--- config.mk ---
export PLATFORM = sky130hd
export DESIGN_NAME = dmem_ctrl_flat
export DESIGN_NICKNAME = d
export VERILOG_FILES = /design/src/rtl/dmem_ctrl_if.sv /design/src/rtl/dmem_ctrl.sv /design/src/flat_wrapper.sv
export SDC_FILE = /design/constraint.sdc
export NUM_CORES = 1
export LEC_CHECK = 0
export ABC_AREA = 1
export BUFFER_PORTS_ARGS = -buffer_cell sky130_fd_sc_hd__buf_2
export CAP_MARGIN = 20
export CORE_MARGIN = 2
export CORE_UTILIZATION = 53
export DETAILED_ROUTE_END_ITERATION = 8
export PLACE_DENSITY = 0.85
export SLEW_MARGIN = 15
export SYNTH_ARGS = -nofsm -noshare
export SYNTH_HDL_FRONTEND = slang
export SYNTH_SLANG_ARGS = --single-unit
--- constraint.sdc ---
create_clock -name clk -period 4.5 [get_ports clk]
set_input_delay 0.9 -clock clk [delete_from_list [all_inputs] [get_ports clk]]
set_output_delay 0.9 -clock clk [all_outputs]
set_load 0.005 [all_outputs]
--- src/rtl/dmem_ctrl_if.sv ---
// External data-bus bundle between the data-memory controller and the memory system.
// The controller uses the master modport; the memory side uses the slave modport.
interface dmem_ctrl_if #(
  parameter int WIDTH = 32
);
  logic             bus_req;
  logic             bus_we;
  logic [WIDTH-1:0] bus_addr;
  logic [3:0]       bus_be;
  logic [WIDTH-1:0] bus_wdata;
  logic             bus_ack;
  logic [WIDTH-1:0] bus_rdata;

  modport master (
    output bus_req, bus_we, bus_addr, bus_be, bus_wdata,
    input  bus_ack, bus_rdata
  );

  modport slave (
    input  bus_req, bus_we, bus_addr, bus_be, bus_wdata,
    output bus_ack, bus_rdata
  );
endinterface

--- src/rtl/dmem_ctrl.sv ---
// Multi-cycle data-memory controller: lane steering, alignment check, req/ack bus
// transaction with timeout, and sign/zero-extended load return with core stall.
module dmem_ctrl #(
  parameter int WIDTH   = 32,
  parameter int TIMEOUT = 255
) (
  input  logic             clk,
  input  logic             rst_n,
  input  logic             mem_read,
  input  logic             mem_write,
  input  logic [2:0]       funct3,
  input  logic [WIDTH-1:0] address,
  input  logic [WIDTH-1:0] data_write,
  output logic [WIDTH-1:0] data_read,
  output logic             stall,
  output logic             misaligned,
  output logic             bus_err,
  dmem_ctrl_if.master      bus
);

  localparam logic [1:0] IDLE = 2'd0;
  localparam logic [1:0] REQ  = 2'd1;
  localparam logic [1:0] DONE = 2'd2;

  logic [1:0]       state;
  logic [7:0]       count;
  logic [2:0]       f3_q;
  logic [1:0]       lane_q;

  logic             op;
  logic             is_byte;
  logic             is_half;
  logic             aligned;
  logic [3:0]       be_next;
  logic [WIDTH-1:0] wdata_next;
  logic [7:0]       rd_byte;
  logic [15:0]      rd_half;
  logic [WIDTH-1:0] load_val;

  always_comb begin
    op      = mem_read | mem_write;
    is_byte = (funct3[1:0] == 2'b00);
    is_half = (funct3[1:0] == 2'b01);
    aligned = is_byte | (is_half & ~address[0]) |
              (~is_byte & ~is_half & (address[1:0] == 2'b00));

    if (is_byte) begin
      be_next    = 4'b0001 << address[1:0];
      wdata_next = {4{data_write[7:0]}};
    end else if (is_half) begin
      be_next    = 4'b0011 << address[1:0];
      wdata_next = {2{data_write[15:0]}};
    end else begin
      be_next    = 4'b1111;
      wdata_next = data_write;
    end

    stall = ((state == IDLE) & op & aligned) | (state == REQ);
  end

  // Extraction works on the live bus word so the result registers on the ack edge.
  always_comb begin
    case (lane_q)
      2'd0:    rd_byte = bus.bus_rdata[7:0];
      2'd1:    rd_byte = bus.bus_rdata[15:8];
      2'd2:    rd_byte = bus.bus_rdata[23:16];
      default: rd_byte = bus.bus_rdata[31:24];
    endcase
    rd_half = lane_q[1] ? bus.bus_rdata[31:16] : bus.bus_rdata[15:0];
    case (f3_q[1:0])
      2'b00:   load_val = {{24{~f3_q[2] & rd_byte[7]}}, rd_byte};
      2'b01:   load_val = {{16{~f3_q[2] & rd_half[15]}}, rd_half};
      default: load_val = bus.bus_rdata;
    endcase
  end

  always_ff @(posedge clk or negedge rst_n) begin
    if (!rst_n) begin
      state         <= IDLE;
      count         <= '0;
      f3_q          <= '0;
      lane_q        <= '0;
      data_read     <= '0;
      misaligned    <= 1'b0;
      bus_err       <= 1'b0;
      bus.bus_req   <= 1'b0;
      bus.bus_we    <= 1'b0;
      bus.bus_addr  <= '0;
      bus.bus_be    <= '0;
      bus.bus_wdata <= '0;
    end else begin
      misaligned <= 1'b0;
      bus_err    <= 1'b0;
      case (state)
        IDLE: begin
          if (op && aligned) begin
            bus.bus_we    <= mem_write;
            bus.bus_addr  <= {address[WIDTH-1:2], 2'b00};
            bus.bus_be    <= be_next;
            bus.bus_wdata <= wdata_next;
            bus.bus_req   <= 1'b1;
            f3_q          <= funct3;
            lane_q        <= address[1:0];
            count         <= '0;
            state         <= REQ;
          end else if (op) begin
            misaligned <= 1'b1;
            data_read  <= '0;
          end
        end
        REQ: begin
          if (bus.bus_ack) begin
            bus.bus_req <= 1'b0;
            if (!bus.bus_we) data_read <= load_val;
            state <= DONE;
          end else if (count == 8'(TIMEOUT - 1)) begin
            bus.bus_req <= 1'b0;
            bus_err     <= 1'b1;
            data_read   <= '0;
            state       <= DONE;
          end else begin
            count <= count + 8'd1;
          end
        end
        default: state <= IDLE;
      endcase
    end
  end

endmodule
--- src/flat_wrapper.sv ---
// flat-port wrapper written by rule: the top's interface ports become plain ports
module dmem_ctrl_flat 
#(
  parameter int WIDTH   = 32,
  parameter int TIMEOUT = 255
)
  (clk, rst_n, mem_read, mem_write, funct3, address, data_write, data_read, stall, misaligned, bus_err, bus_bus_req, bus_bus_we, bus_bus_addr, bus_bus_be, bus_bus_wdata, bus_bus_ack, bus_bus_rdata);
  dmem_ctrl_if #(.WIDTH(WIDTH)) bus_i ();
  input  logic clk;
  input  logic rst_n;
  input  logic mem_read;
  input  logic mem_write;
  input  logic [2:0] funct3;
  input  logic [WIDTH-1:0] address;
  input  logic [WIDTH-1:0] data_write;
  output logic [WIDTH-1:0] data_read;
  output logic stall;
  output logic misaligned;
  output logic bus_err;
  output wire logic [$bits(bus_i.bus_req)-1:0] bus_bus_req;
  output wire logic [$bits(bus_i.bus_we)-1:0] bus_bus_we;
  output wire logic [$bits(bus_i.bus_addr)-1:0] bus_bus_addr;
  output wire logic [$bits(bus_i.bus_be)-1:0] bus_bus_be;
  output wire logic [$bits(bus_i.bus_wdata)-1:0] bus_bus_wdata;
  input wire logic [$bits(bus_i.bus_ack)-1:0] bus_bus_ack;
  input wire logic [$bits(bus_i.bus_rdata)-1:0] bus_bus_rdata;
  assign bus_bus_req = bus_i.bus_req;
  assign bus_bus_we = bus_i.bus_we;
  assign bus_bus_addr = bus_i.bus_addr;
  assign bus_bus_be = bus_i.bus_be;
  assign bus_bus_wdata = bus_i.bus_wdata;
  assign bus_i.bus_ack = bus_bus_ack;
  assign bus_i.bus_rdata = bus_bus_rdata;
  dmem_ctrl #(.WIDTH(WIDTH), .TIMEOUT(TIMEOUT)) u_core (.clk(clk), .rst_n(rst_n), .mem_read(mem_read), .mem_write(mem_write), .funct3(funct3), .address(address), .data_write(data_write), .data_read(data_read), .stall(stall), .misaligned(misaligned), .bus_err(bus_err), .bus(bus_i));
endmodule
Yosys cells after proc, flatten, opt, wreduce, memory -nomap -nowiden
Index checks and enable logic that the tools add are counted.
{ "classes": {"eq_ne": 13, "n_addsub": 1, "shift": 2, "mux": 31, "n_reduce_logical": 12, "bitwise": 15} }
{ "op_table": {"columns": ["operator", "count"], "rows": [
  ["2-to-1 mux 32 bit", 7],
  ["case mux 32 bit (2 select lines)", 2],
  ["2-to-1 mux 8 bit", 3],
  ["case mux 8 bit (3 select lines)", 1],
  ["2-to-1 mux 16 bit", 1],
  ["case mux 8 bit (2 select lines)", 1],
  ["logical NOT 2 bit", 5],
  ["2-to-1 mux 1 bit", 9],
  ["adder 8 x 1 -> 8 bit (second input constant)", 1],
  ["== test 2 x 1 -> 1 bit (second input constant)", 4],
  ["== test 8 bit (second input constant)", 1],
  ["2-to-1 mux 4 bit", 2],
  ["!= test 2 bit (second input constant)", 4],
  ["bitwise AND 1 bit", 7],
  ["2-to-1 mux 2 bit", 3],
  ["!= test 3 bit (second input constant)", 2],
  ["AND reduction 5 bit", 1],
  ["NOT 1 bit", 4],
  ["OR 1 bit", 4],
  ["case mux 2 bit (2 select lines)", 1],
  ["AND reduction 2 bit", 2],
  ["AND reduction 4 bit", 1],
  ["left shift 1 x 2 -> 4 bit (first input constant)", 1],
  ["left shift 2 x 2 -> 4 bit (first input constant)", 1],
  ["6 further kinds", 6]
]} }
{ "totals": {"out_inout_bits": 105, "inputBits": 104, "regBits": 117} }

Depth between registers and ports, before layout
{ "depth": {"word_depth": 8, "depth_mapped": 12} }

Worst setup path before layout
OpenSTA, ideal clock, no wires.
{ "synth_timing": {"path_type": "input port to output port", "from": "input address[0]", "to": "output stall", "cell_stages": 7, "slack_ps": 1830, "n_path_buf": 1, "t_required_ps": 3600, "t_arrival_ps": 1770, "cell_sequence": "inv_1 ha_1 inv_1 nand2_2 nand4_4 clkbuf_1 nand2_1"} }
{ "synth_between": {"elab_chain_len": 6, "word_cells_on_any_way": 8, "classes_between": "bitwise: 7; reduce/logical: 1"} }
{ "synth_rtl": {"columns": ["item", "line", "rtl"], "rows": [
  ["start, declared", "flat_wrapper.sv:14", "input logic [WIDTH-1:0] address;"],
  ["NOT 1 bit", "dmem_ctrl.sv:44", "aligned = is_byte | (is_half & ~address[0]) |"],
  ["bitwise AND 1 bit", "dmem_ctrl.sv:44", null],
  ["OR 1 bit", "dmem_ctrl.sv:44", null],
  ["OR 1 bit (*)", "dmem_ctrl.sv:44", null],
  ["bitwise AND 1 bit (*)", "dmem_ctrl.sv:58", "stall = ((state == IDLE) & op & aligned) | (state == REQ);"],
  ["OR 1 bit (*)", "dmem_ctrl.sv:58", null],
  ["end, declared", "flat_wrapper.sv:17", "output logic stall;"]
]} }
Mark *: on every way between the ends. The rest lies on a longest branch, timed or not.

Final worst setup path
{ "layout_timing": {"from": "input funct3[1]", "to": "output stall"} }
{ "layout_between": {"elab_chain_len": 7, "word_cells_on_any_way": 11, "classes_between": "eq/ne: 1; bitwise: 9; reduce/logical: 1"} }
{ "layout_rtl": {"columns": ["item", "line", "rtl"], "rows": [
  ["start, declared", "flat_wrapper.sv:13", "input logic [2:0] funct3;"],
  ["== test 2 x 1 -> 1 bit / logical NOT 2 bit (equally long branches)", "dmem_ctrl.sv:43, dmem_ctrl.sv:42", null],
  ["NOT 1 bit", "dmem_ctrl.sv:45", "(~is_byte & ~is_half & (address[1:0] == 2'b00));"],
  ["bitwise AND 1 bit (2 in a row)", "dmem_ctrl.sv:45", null],
  ["OR 1 bit (*)", "dmem_ctrl.sv:44", null],
  ["bitwise AND 1 bit (*)", "dmem_ctrl.sv:58", null],
  ["OR 1 bit (*)", "dmem_ctrl.sv:58", null]
]} }
Marks and branches as above.

==> run_results.csv <==
group,metric,value,unit
status,status,"finished, final reports clean",
floorplan,die_area,0.0113,sq mm
global_routing,grt_max_degree,78,
timing,max_freq,0.343,GHz
cts,clkSinkCount,117,
route,firstDrtPassIters,5,
logic_synthesis,syn_inst,688,
cts,cts_hold_buf,0,
timing,finalCritPeriodShare,64.7,%
cells_and_area,synthToLayoutAreaGrowth,30.5,%
timing,post-route-min-period,2.91,ns
logic_synthesis,ys_warn_count,0,
cts,cts_setup_buffers,0,
setup_path,critPathMaxFanout,20,
logic_synthesis,synth_seq_cells,117,
cts,cts_resized,0,
placement,gp_congestion,0.880,
setup_path,r2r_slack,2.36,ns
cts,clkTransAtPathRegs,0.06,ns
global_routing,antenna_found_initial,0,
floorplan,rows,37,
logic_synthesis,yosysSeqAreaShare,52.9,%
pwr,p_leak,3.95,nW
logic_synthesis,yosysUniqueCellTypes,30,
cts,cts_buffers,17,
cts,cts-root-buf,"clkbuf_8",
global_routing,grt-ovfl-total,0,
cts,cts.path.max_buffers,2,
logic_synthesis,yosys.area.top_type_share,52.9,%
route,ant_nets,0,
setup_path,r2r_cells,9,
global_routing,globalRouteTotalUtil,28.4,%
cts,cts_tree,"yes",
setup_path,arrival,2.01,ns
setup_path,crit_buf_inv,3,
cts,clock_latency,0.52,ns
cells_and_area,nNetsFinal,995,
placement,io_buffers,206,
route,drt-total-wl,15.4,mm
setup_path,cp_common_cell,"buf_2",
pwr,p_per_area,620,mW/mm^2
floorplan,start_util,54.1,%
floorplan,design.core.area,0.0102,sq mm
timing,tightest_slew,0.724,ns
cells_and_area,antenna_cells,0,
timing,hold_viol,0,
logic_synthesis,synth_area_leaders,"dfrtp_1 53%, nand2_1 21%, nor2_1 3.1%",
logic_synthesis,syn_area,0.00553,sq mm
setup_path,cp-end-kind,"output pin",
global_routing,grt_pass1_vias,5370,
setup_path,start_kind,"input port",
hold_path,worstHoldPathType,"in -> async",
timing,setup_viol,0,
route,route.detailed.drc,0,
setup_path,cp_top_family,"buffers and inverters",
logic_synthesis,syn_area_per_cell,8.04,sq um
setup_path,cp-startpoint,"funct3[1]",
floorplan,ios,209,
timing,relSlewSlack,51.7,%
timing,final-max-slew-violation-count,0,
route,drt_iter0_drc,248,
setup_path,worstPathRequired,3.60,ns
route,wl_per_cell,14.8,um
timing,finalSetupTns,0,ns
placement,hpwlAfterDp,11.1,mm
setup_path,cp_slowest_cell,"buf_2",
setup_path,path_class,"in -> out",
route,avgViaCountPerCell,5.23,
cells_and_area,fillCellCount,850,
pwr,total_power,0.00448,W
pwr,ir_drop,0.331,mV
setup_path,cpPeakStageDelay,0.35,ns
logic_synthesis,synth_area_leader_cell,"dfrtp_1",
setup_path,reg2reg_to,"u_core.data_read[21]",
setup_path,r2r_start,"u_core.lane_q[1]",
setup_path,cp_num_cells,6,
timing,worst_clock_skew,0.00804,ns
floorplan,die_w,106,um
setup_path,crit_chain,"buf_2 -> inv_2 -> nand3_1 -> nand4_4 -> nand2_1 -> buf_2",
cells_and_area,drive_above_1_share,31.2,%
route,num_vias,5412,
global_routing,grt_pass1_wl,25.3,mm
cts,cts_max_level,4,
setup_path,endpoint,"stall",
floorplan,die_h,106,um
timing,rsz0062_at_grt,"false",
run,maxCapViolations,0,
[where the power goes]
group          internal (W)  switching, W
Clock              0.000864      0.000506
Combinational      0.000582      0.000829
Sequential          0.00143      0.000264
[registers in the layout (all words and copies together) (netlist names)]
register and count:
u_core.bus.bus_addr 30, u_core.bus.bus_be 4, u_core.bus.bus_req 1, u_core.bus.bus_wdata 32
u_core.bus.bus_we 1, u_core.bus_err 1, u_core.count 8, u_core.data_read 32
u_core.f3_q 3, u_core.lane_q 2, u_core.misaligned 1, u_core.state 2
[worst register-to-register path: cells and delay by family (launching register included)]
kind                   cells  cell delay [ns]
flip-flops                 1             0.66
AO/OA/AOI/OAI              1             0.07
buffers and inverters      1             0.31
AND/OR/NAND/NOR            7             0.99
[final cells by class]
type / count / area (sq um) / area share, %
Sequential cell: 117 / 2930 / 40.5
Timing Repair Buffer: 210 / 1080 / 14.9
Multi-Input combinational cell: 512 / 2340 / 32.4
Clock buffer: 18 / 428 / 5.93
Clock inverter: 14 / 176 / 2.44
Inverter: 27 / 101 / 1.40
Tap cell: 136 / 170 / 2.36
[how the worst min path moves through the flow]
| stage | startpoint | end | slack, ns | cells past startpoint |
|---|---|---|---|---|
| 4_1_cts | rst_n | u_core.bus_err | 0.47 | 1 |
| 3_3_place_gp | u_core.bus.bus_addr[15] | u_core.bus.bus_addr[15] | 0.46 | 2 |
| 2_1_floorplan | u_core.bus.bus_addr[10] | u_core.bus.bus_addr[10] | 0.47 | 2 |
| 6_report | rst_n | u_core.data_read[16] | 0.45 | 1 |
| 3_5_place_dp | u_core.data_read[12] | u_core.data_read[12] | 0.46 | 2 |
| 5_1_grt | rst_n | u_core.bus_err | 0.51 | 1 |
[cells in the mapped netlist]
master      n
nor2_2      6
clkbuf_1   12
a21oi_4     1
buf_4       7
a21oi_1     6
nor2_1     46
nand2_1   306
a31oi_1    16
a41oi_1     8
nand3_1    28
dfrtp_1   117
o21ai_1    19
conb_1      1
nand4_1     1
nand2_2     8
xor2_1      2
buf_2      14
a21o_1      1
o21ai_0    22
nand4_4     2
a211oi_1    4
ha_1        6
or2_2      12
o22ai_1    10
inv_1      20
nand3_2     2
inv_2       7
xnor2_1     1
nor3_1      2
o31ai_1     1
[layout by cell type (no fill, tap or decap), types with 2 or more instances in the layout]
cell type / n
a21oi_1: 6
a41oi_1: 8
a211oi_1: 4
o22ai_1: 10
conb_1: 2
clkinv_4: 4
inv_2: 7
nand4_4: 2
nand3_2: 2
clkinvlp_4: 2
dfrtp_1: 117
inv_6: 3
buf_4: 4
a31oi_1: 16
clkbuf_8: 2
or2_2: 12
nand2_2: 8
bufinv_16: 3
clkbuf_16: 16
o21ai_0: 22
nand3_1: 28
clkinv_2: 2
o21ai_1: 19
ha_1: 6
nor2_1: 46
inv_1: 20
xor2_1: 2
nand2_1: 306
nor2_2: 6
nor3_1: 2
buf_2: 205
[routing by layer]
| metal | wire length, um | share of wire, % | vias up | GRT usage, % |
|---|---|---|---|---|
| li1 | - | - | 2601 | - |
| met1 | 6050 | 39 | 2506 | 35.3 |
| met2 | 7470 | 49 | 268 | 46.2 |
| met3 | 1380 | 9.0 | 37 | 7.85 |
| met4 | 442 | 2.9 | 0 | 13.1 |
| met5 | 0 | 0 | - | 0 |
[through the flow]
stage / std cells / setup WS [ns] / cell area [sq um] / utilization [%] / hold slack (ns)
after global routing: 1034 / 1.50 / 7220 / 70.6 / 0.505
after floorplan: 689 / 1.83 / 5540 / - / 0.472
after CTS: 1034 / 1.60 / 7220 / 70.6 / 0.471
after global placement: 1002 / 1.67 / 6620 / 64.7 / 0.457
final: 1034 / 1.59 / 7220 / 70.6 / 0.446
after detailed placement: 1002 / 1.61 / 6620 / 64.7 / 0.461
[kinds of logic after synthesis]
group	count (synthesis)	synth area share, %
simple gates	413	30.8
flops	117	52.9
compound gates	88	9.56
buf+inv	60	4.86
fa+ha+maj	6	1.36
xor+xnor	3	0.475
other cells	1	0.0678
Power figures use the tool's default switching activity.
